## src/rtl/fetch_queue.sv

```systemverilog
// fetch_queue: circular FIFO of fetch packets between next-PC and decode.
// Each entry holds a fetch PC, two 32-bit instruction slots and a slot mask.
// Optional feature macro: FETCH_QUEUE_BYPASS_EN. When it is defined, a packet
// arriving at an empty queue is presented on deq_* in the same cycle.
module fetch_queue #(
  parameter int DEPTH = 4
) (
  input  logic                       clk,
  input  logic                       rst_n,
  input  logic                       flush_i,
  input  logic                       enq_valid_i,
  input  logic [31:0]                enq_pc_i,
  input  logic [63:0]                enq_inst_i,
  output logic                       enq_ready_o,
  output logic                       deq_valid_o,
  output logic [31:0]                deq_pc_o,
  output logic [63:0]                deq_inst_o,
  output logic [1:0]                 deq_slot_valid_o,
  input  logic                       deq_ready_i,
  output logic [$clog2(DEPTH):0]     count_o
);

  localparam int PW = $clog2(DEPTH);
  localparam int CW = PW + 1;
  localparam logic [CW-1:0] FULL_CNT = CW'(DEPTH);

  logic [PW-1:0] wr_ptr_q, wr_ptr_d;
  logic [PW-1:0] rd_ptr_q, rd_ptr_d;
  logic [CW-1:0] count_q, count_d;

  // Entry storage is deliberately left unreset; outputs are masked when empty.
  logic [31:0] pc_mem_q   [DEPTH];
  logic [63:0] inst_mem_q [DEPTH];
  logic [1:0]  mask_mem_q [DEPTH];

  logic empty;
  logic bypass;
  logic enq_fire;
  logic deq_fire;
  logic wr_en;
  logic rd_adv;
  logic [1:0] enq_mask;

  assign empty       = (count_q == '0);
  assign enq_ready_o = (count_q < FULL_CNT);
  assign count_o     = count_q;

  // Slot 0 sits before a fetch PC with bit 2 set, so it is not a real instruction.
  assign enq_mask = {1'b1, ~enq_pc_i[2]};

`ifdef FETCH_QUEUE_BYPASS_EN
  assign bypass = empty && enq_valid_i && !flush_i;
`else
  assign bypass = 1'b0;
`endif

  assign deq_valid_o = !empty || bypass;
  assign enq_fire    = enq_valid_i && enq_ready_o && !flush_i;
  assign deq_fire    = deq_valid_o && deq_ready_i && !flush_i;
  // A bypassed packet consumed in its arrival cycle never touches storage.
  assign wr_en       = enq_fire && !(bypass && deq_ready_i);
  assign rd_adv      = deq_fire && !empty;

  // Next-state for pointers and occupancy; flush overrides everything.
  always_comb begin
    wr_ptr_d = wr_ptr_q;
    rd_ptr_d = rd_ptr_q;
    count_d  = count_q;
    if (flush_i) begin
      wr_ptr_d = '0;
      rd_ptr_d = '0;
      count_d  = '0;
    end else begin
      if (wr_en)  wr_ptr_d = wr_ptr_q + PW'(1);
      if (rd_adv) rd_ptr_d = rd_ptr_q + PW'(1);
      case ({wr_en, rd_adv})
        2'b10:   count_d = count_q + CW'(1);
        2'b01:   count_d = count_q - CW'(1);
        default: count_d = count_q;
      endcase
    end
  end

  // Control state registers.
  always_ff @(posedge clk or negedge rst_n) begin
    if (!rst_n) begin
      wr_ptr_q <= '0;
      rd_ptr_q <= '0;
      count_q  <= '0;
    end else begin
      wr_ptr_q <= wr_ptr_d;
      rd_ptr_q <= rd_ptr_d;
      count_q  <= count_d;
    end
  end

  // Packet storage write port.
  always_ff @(posedge clk) begin
    if (wr_en) begin
      pc_mem_q[wr_ptr_q]   <= enq_pc_i;
      inst_mem_q[wr_ptr_q] <= enq_inst_i;
      mask_mem_q[wr_ptr_q] <= enq_mask;
    end
  end

  // Head outputs: stored head, else the bypassed packet, else zero.
  always_comb begin
    deq_pc_o         = '0;
    deq_inst_o       = '0;
    deq_slot_valid_o = '0;
    if (!empty) begin
      deq_pc_o         = pc_mem_q[rd_ptr_q];
      deq_inst_o       = inst_mem_q[rd_ptr_q];
      deq_slot_valid_o = mask_mem_q[rd_ptr_q];
    end else if (bypass) begin
      deq_pc_o         = enq_pc_i;
      deq_inst_o       = enq_inst_i;
      deq_slot_valid_o = enq_mask;
    end
  end

endmodule

```

## config.mk

```make
export PLATFORM = sky130hd
export DESIGN_NAME = fetch_queue
export DESIGN_NICKNAME = d
export VERILOG_FILES = /design/src/rtl/fetch_queue.sv
export SDC_FILE = /design/constraint.sdc
export NUM_CORES = 1
export LEC_CHECK = 0
export ABC_AREA = 0
export CELL_PAD_IN_SITES_DETAIL_PLACEMENT = 0
export CELL_PAD_IN_SITES_GLOBAL_PLACEMENT = 1
export CORE_UTILIZATION = 35
export DETAILED_ROUTE_END_ITERATION = 10
export PLACE_DENSITY_LB_ADDON = 0.1
export REMOVE_ABC_BUFFERS = 1
export SLEW_MARGIN = 10
export SYNTH_ARGS = -nofsm -noshare
export SYNTH_HDL_FRONTEND = slang
export SYNTH_SLANG_ARGS = --single-unit
```

## constraint.sdc

```tcl
create_clock -name clk -period 3.6 [get_ports clk]
set_input_delay 1.08 -clock clk [delete_from_list [all_inputs] [get_ports clk]]
set_output_delay 1.08 -clock clk [all_outputs]
set_load 0.1 [all_outputs]
```

# Word level (Yosys, flattened, before mapping)
# Memory sizes are Yosys's and may differ from the RTL's.
# Cells that the tools add are included.
[totals]
ff_bits = 7
ram_bits = 388
in_bits = 101
out_inout_bits = 103
word_cells = 36
mem_count = 3
[mem_list]
columns = ["memory", "words", "width", "read_ports", "rd_ports_with_merged_regs", "write_ports", "line_no", "rtl"]
rows = [
  ["inst_mem_q", 4, 64, 1, 0, 1, "33", "logic [63:0] inst_mem_q [DEPTH];"],
  ["pc_mem_q", 4, 32, 1, 0, 1, "32", "logic [31:0] pc_mem_q [DEPTH];"],
  ["mask_mem_q", 4, 1, 1, 0, 1, "34", "logic [1:0] mask_mem_q [DEPTH];"],
]
[op_classes]
add_sub_neg = 4
n_lt_le_gt_ge = 1
n_eq_ne = 2
muxes = 11
bitwise = 1
n_reduce_logical = 11
[ops]
columns = ["cell", "count"]
rows = [
  ["$mux 64", 1],
  ["$mux 32", 1],
  ["$mux 2", 5],
  ["$pmux 3 s2", 1],
  ["$logic_and 1x1->1", 5],
  ["$add 2x1->2 const B", 2],
  ["$reduce_bool 2->1", 2],
  ["$add 3x1->3 const B", 1],
  ["$logic_not 3->1", 1],
  ["$lt 3x3->1 const B", 1],
  ["$mux 3", 1],
  ["$reduce_bool 3->1", 1],
  ["$sub 3x1->3 const B", 1],
  ["$eq 2x1->1 const B", 1],
  ["$eq 2x2->1 const B", 1],
  ["$logic_not 1->1", 2],
  ["$mux 1", 2],
  ["$not 1->1", 1],
]

# Logic depth before layout (Yosys ltp)
# Gate-level depths: netlist of run 1.
[logic_depth]
ltp_word = 8
ltp_mapped = 11
ltp_nobuf = 8

# Least setup slack after synthesis of run 1
# Ideal clock, no wire load.
[synth_timing]
path_type = "flip-flop to output port"
from = "register count_q[0], in the netlist count_o[0]"
to = "output deq_pc_o[22]"
arrival_time_ps = 3411
t_required_ps = 2520
path_slack_ps = -891
stages_incl_launch_ff = 6
path_buffers = 3
path_cell_list = "dfrtp_1 clkbuf_2 or3_1 buf_2 clkbuf_1 and2_1"
[synth_between]
elab_chain_cells = 2
[synth_rtl]
columns = ["item", "line_no", "rtl"]
rows = [
  ["from (decl)", "29", "logic [CW-1:0] count_q, count_d;"],
  ["from (signal assigned)", "93", "count_q <= count_d;"],
  ["$logic_not 3->1", "44", "assign empty = (count_q == '0);"],
  ["$mux 32", "111", "if (!empty) begin"],
  ["to (decl)", "16", "output logic [31:0] deq_pc_o,"],
]
# Every way passes these cells.

# Worst setup path after layout of run 1
[layout_timing]
from = "register rd_ptr_q[0]"
to = "output deq_inst_o[5]"
[layout_between]
elab_chain_cells = 2
[layout_rtl]
columns = ["item", "line_no", "rtl"]
rows = [
  ["from (decl)", "28", "logic [PW-1:0] rd_ptr_q, rd_ptr_d;"],
  ["from (signal assigned)", "92", "rd_ptr_q <= rd_ptr_d;"],
  ["$mem_v2 4x64", "--", ""],
  ["$mux 64", "111", ""],
  ["to (decl)", "17", "output logic [63:0] deq_inst_o,"],
]
# Every way passes these cells.

==> reports/summary.txt, run 1 <==
Outcome -> complete, no violations
CTS tree -> done
Clock Latency Late Sink -> 550 ps
Fin. max-slew vios -> 0
Ports -> 204
Synth unique cells -> 28
Fmax -> 291 MHz
Netlist Area Pre-Place -> 15,100 µm²
Overall Power -> 13,000 µW
Average cell area after synthesis -> 22.3 µm²
DP HPWL -> 20,200 µm
Die footprint -> 44,100 µm²
Most numerous cell in the Yosys netlist -> edfxtp_1
Total track usage -> 0.151
Die W -> 210 µm
Total length of routed wires -> 32,400 µm
Lkg Pwr -> 0.00663 µW
Post-DR wirelength/cell -> 21.2 µm
Via density -> 4.79
Min Tclk post-route -> 3440 ps
Ys flop type -> edfxtp_1
DRT iter0 DRCs -> 380
Initial core utilization -> 0.358
Clk root buf -> clkbuf_16
Residual DRC -> 0
Clock skew -> 11.2 ps
Die height -> 210 µm
IO buf count -> 203
Pin count of the biggest net entering global routing -> 78
H-tree Lvls -> 2
Ys async rst share -> 0.0177
Crit start category -> register
Worst Setup Path Type -> reg -> out
Min-Delay Path Class -> reg -> reg
Area growth syn-to-layout -> 34.7%
Cell Pwr Density -> 635 nW/µm²
Critical path peak fanout -> 27
Num CTS Buffers -> 42
Slew @ Worst Pin -> 527 ps
Worst Hold Margin -> 577 ps
Post-synth EDFFs -> 388
Synth area leaders -> edfxtp_1 (77%), mux4_2 (14%), and2_1 (4.2%)
Placed inst area -> 19,100 µm²
Worst slew margin -> 0.649
Seq cells post-synth -> 395
Arr. time, crit path -> 2360 ps
# nets final -> 1,024
Core area -> 42,300 µm²
Clock transition at the registers of the reported paths -> 60 ps
Max-Cap Viols -> 0
Gpl congestion -> 0.733
Antenna violations before repair -> 4
Post-route setup TNS -> 0 ps
Design area -> 20,400 µm²
Gr ovfl total -> 0
Final period util -> 0.955
Via count -> 7,309
Row count -> 75
First-pass GRT wire length -> 49,300 µm
Post-synth top area share -> 0.770
Fraction of layout cells with a size suffix above 1 -> 0.310
Syn. warnings -> 0
RSZ-0062 raised after global routing -> false
Synth cell count leaders -> edfxtp_1 (388), and2_1 (101), mux4_2 (97)
Max VDD drop -> 0.372 mV
Seq/Total Area, Yosys -> 0.781
CTS Hold Bufs -> 0
Routed Antenna Nets -> 0
Leading area contributor after synthesis -> edfxtp_1
Fin. Hold Viols -> 0
Setup violators final -> 0
Critical Path Sink Type -> primary output
Clock sinks -> 395
Number of global-route vias before repair -> 8,202
Synthesized instance count -> 678
Crit path required time -> 2520 ps
Pre-Repair DR Iteration Count -> 4
Max clock buf depth -> 3
==> layout make-up <==
cell class                 instances  area [µm²]
clock buffer                      51        1150
sequential                       395       11800
inverter                           4        15.0
timing repair buffer             233        3430
fill                            3513       21900
multi-input combinational        242        3110
antenna                            3        7.51
clock inverter                    20         124
tap                              577         722
==> cell families (layout without fill, tap and decap cells) <==
kind of cell | count (synthesis) | after routing | share of synthesized area
flip-flops | 395 | 395 | 0.781
AND/OR/NAND/NOR | 123 | 123 | 0.0484
multiplexers | 98 | 98 | 0.145
buffers and inverters | 41 | 308 | 0.0141
AO/OA/AOI/OAI | 12 | 12 | 0.00438
adder cells (fa/ha/maj) | 5 | 5 | 0.00463
XOR/XNOR | 4 | 4 | 0.00231
other | 0 | 3 | 0
==> power by group <==
part	internal [µW]	leakage, µW	total (µW)	switching [µW]
clock network	2330	0.000626	4000	1670
logic	1390	0.00239	3720	2330
registers	5190	0.00361	5240	49.9
total	8900	0.00663	13000	4050
==> layout by cell type, fill, tap and decap left out, types with 2 or more instances in the layout <==
cell type	netlist	routed
a21oi_1	5	5
and2_1	101	97
and2_4	0	4
buf_12	0	113
buf_4	1	19
clkbuf_1	18	6
clkbuf_16	0	45
clkdlybuf4s50_1	0	100
clkinv_1	0	9
clkinv_2	0	7
dfrtp_1	7	5
dfrtp_4	0	2
diode_2	0	3
edfxtp_1	388	388
ha_1	4	4
inv_1	4	4
mux4_2	97	97
nand2_1	8	8
nand2b_1	2	2
nand3_1	3	3
nor2_1	5	5
o21ai_0	5	5
xor2_1	3	3
==> worst paths after layout <==
kind                                  start  cells after the start  slack (ps)            end
worst max-delay path            rd_ptr_q[0]                      4         160  deq_inst_o[5]
worst min-delay path            wr_ptr_q[0]                      2         580    wr_ptr_q[0]
max in group asynchronous             rst_n                      1        2510    rd_ptr_q[0]
worst min register to register  wr_ptr_q[0]                      2         580    wr_ptr_q[0]
worst max register to register   count_o[0]                      8        1240     count_o[2]
min in group asynchronous             rst_n                      1         800    rd_ptr_q[1]
==> registers in the layout, indices dropped and copies added (netlist names) <==
register,count
count_o,3
inst_mem_q,256
mask_mem_q,4
pc_mem_q,128
rd_ptr_q,2
wr_ptr_q,2
==> critical path, stage by stage, from the launching register on <==
cell and delay, ps:
dfrtp_4 550, buf_12 270, mux4_2 530, and2_1 220, buf_12 180
==> stage by stage <==
| stage | worst slack, ps | utilization | std cells |
|---|---|---|---|
| 2_1_floorplan | -2590 | - | 641 |
| 3_3_place_gp | 489 | 0.451 | 1447 |
| 3_5_place_dp | 431 | 0.451 | 1447 |
| 4_1_cts | 4.16 | 0.481 | 1518 |
| 5_1_grt | 44.6 | 0.482 | 1522 |
| 6_report | 164 | 0.482 | 1525 |
==> layer usage <==
layer / up-vias / share of wire / GRT usage
li1: 3235 / - / -
met1: 3840 / 0.41 / 0.190
met5: - / 0.00096 / 0
met4: 4 / 0.020 / 0.0496
met3: 47 / 0.051 / 0.0343
met2: 183 / 0.51 / 0.258
==> repair_timing <==
item	4_1_cts	5_1_grt
gates resized for setup	0	1
buffers inserted	0	4
hold endpoints to repair	0	0
endpoints found under the setup margin	0	33
(Power assumes the default switching activity.)
==> run 2, diff against run 1 <==
--- a/config.mk
+++ b/config.mk
@@ -6,11 +6,8 @@
 export NUM_CORES = 1
 export LEC_CHECK = 0
 export ABC_AREA = 0
-export CELL_PAD_IN_SITES_DETAIL_PLACEMENT = 0
-export CELL_PAD_IN_SITES_GLOBAL_PLACEMENT = 1
 export CORE_UTILIZATION = 35
 export DETAILED_ROUTE_END_ITERATION = 10
-export PLACE_DENSITY_LB_ADDON = 0.1
 export REMOVE_ABC_BUFFERS = 1
 export SLEW_MARGIN = 10
 export SYNTH_ARGS = -nofsm -noshare
==> reports/summary.txt, run 2 (synthesis results as in run 1) <==
Initial core utilization -> 0.358 (unchanged)
Fraction of layout cells with a size suffix above 1 -> 0.319 (+0.00865)
Worst Setup Path Type -> reg -> out
Area growth syn-to-layout -> 35.4%
Fin cells -> 1,536 (+0.72%)
Die height -> 210 µm (unchanged)
Max clock buf depth -> 3 (unchanged)
Total length of routed wires -> 31,100 µm (-4.0%)
Min Tclk post-route -> 3460 ps (+26.0 ps)
# nets final -> 1,033 (+0.88%)
Clock sinks -> 395 (unchanged)
Fmax -> 289 MHz (-0.75%)
H-tree Lvls -> 2 (unchanged)
Via density -> 4.75 (-0.96%)
Gr ovfl total -> 0 (unchanged)
Lkg Pwr -> 0.00668 µW (+0.85%)
Ports -> 204 (unchanged)
Clock transition at the registers of the reported paths -> 50 ps (about the same)
Residual DRC -> 0 (unchanged)
CTS tree -> done
Via count -> 7,291 (-0.25%)
Clock Latency Late Sink -> 550 ps (about the same)
Fillers -> 3,479 (-0.97%)
Critical path peak fanout -> 22 (-19%)
Min-Delay Path Class -> reg -> reg
Worst slew margin -> 0.621 (-0.0282)
Cell Pwr Density -> 635 nW/µm² (about the same)
Pin count of the biggest net entering global routing -> 52 (-33%)
Die W -> 210 µm (unchanged)
Outcome -> complete, no violations
DP HPWL -> 19,400 µm (-4.1%)
Fin. Hold Viols -> 0 (unchanged)
Die footprint -> 44,100 µm² (unchanged)
Number of global-route vias before repair -> 8,035 (-2.0%)
Largest Register -> inst_mem_q
Arr. time, crit path -> 2380 ps (+20 ps)
Total track usage -> 0.143 (-0.00744)
Commonest non-fill, non-tap cell in the layout -> edfxtp_1
Max FFs per register -> 256 (unchanged)
Slew @ Worst Pin -> 569 ps (+42.3 ps)
Pre-Repair DR Iteration Count -> 4 (unchanged)
Post-DR wirelength/cell -> 20.2 µm (-4.7%)
Placed Cells -> 1,457 (+0.69%)
Setup violators final -> 0 (unchanged)
Max-Cap Viols -> 0 (unchanged)
Clock skew -> 14.5 ps (+3.28 ps)
Core area -> 42,300 µm² (unchanged)
Fin. max-slew vios -> 0 (unchanged)
Crit start category -> register
Row count -> 75 (unchanged)
Crit path required time -> 2520 ps (about the same)
Antenna violations before repair -> 3 (-1)
Max VDD drop -> 0.453 mV (+22%)
Top Registers -> inst_mem_q (256), pc_mem_q (128), mask_mem_q (4)
Num CTS Buffers -> 42 (unchanged)
Gpl congestion -> 0.709 (-3.3%)
First-pass GRT wire length -> 47,400 µm (-3.9%)
Final period util -> 0.962 (+0.00722)
Overall Power -> 13,000 µW (+0.37%)
RSZ-0062 raised after global routing -> false
Critical Path Sink Type -> primary output
IO buf count -> 203 (unchanged)
Routed Antenna Nets -> 0 (unchanged)
DRT iter0 DRCs -> 390 (+2.6%)
Clk root buf -> clkbuf_16
Most frequent cells in the layout -> edfxtp_1 (388), buf_12 (114), clkdlybuf4s50_1 (100)
run 2: cell types whose count changed in the layout (fill, tap and decap cells not counted), moves of 2 or more:
cell,change
buf_4,+8
bufinv_16,+2
clkbuf_16,-2
clkinv_4,+2
run 2: power by group:
group,leakage [µW],switching (µW),internal (µW)
Clock,0.000642,1680,2400
Combinational,0.00243,2330,1360
Sequential,0.00361,44.6,5190
Total,0.00668,4050,8950
run 2: what timing repair did:
action                     CTS  global route
setup endpoints to repair    5            30
gates cloned                 0             1
hold endpoints to repair     0             0
hold buffers                 0             0
buffers inserted             2             0
resized for setup            0             0
pin swaps                    0             1
run 2: per-layer routing:
| metal | global-route usage | wire (µm) |
|---|---|---|
| met3 | 0.0358 | 1860 |
| met2 | 0.237 | 15400 |
| met4 | 0.0501 | 692 |
| met1 | 0.185 | 13100 |
| met5 | 0 | 31 |
run 2: worst max-delay path, cell delays in order (launching register included):
cell     delay [ps]
dfrtp_1         520
or3_2           830
and2_1          290
buf_12          170
run 2: path summary, 6_finish.rpt:
kind / start / to / slack, ps / depth (start not counted)
min in group asynchronous: rst_n / rd_ptr_q[1] / 820 / 1
setup reg to reg: count_o[1] / count_o[2] / 880 / 8
max in group asynchronous: rst_n / rd_ptr_q[0] / 2480 / 1
hold reg to reg: wr_ptr_q[0] / wr_ptr_q[0] / 570 / 2
hold / removal: wr_ptr_q[0] / wr_ptr_q[0] / 570 / 2
setup / recovery: count_o[1] / deq_inst_o[34] / 140 / 3
run 2: per-stage QoR:
step / setup TNS [ps] / cell area (µm²) / util / setup WS (ps) / hold slack (ps)
after floorplan: -435510 / 14900 / - / -2590 / 533
after global placement: 0 / 19200 / 0.453 / 446 / 566
after detailed placement: 0 / 19200 / 0.453 / 431 / 566
after CTS: 0 / 20500 / 0.484 / 35.4 / 573
after global routing: 0 / 20500 / 0.484 / 38.7 / 588
final: 0 / 20500 / 0.484 / 138 / 568
run 2: cell type report:
class	instances	area, µm²	share of cell area
Antenna cell	2	5.00	0.000244
Clock buffer	50	1100	0.0538
Clock inverter	24	206	0.0101
Inverter	4	15.0	0.000733
Multi-Input combinational cell	243	3120	0.152
Sequential cell	395	11800	0.578
Tap cell	577	722	0.0352
Timing Repair Buffer	241	3490	0.170
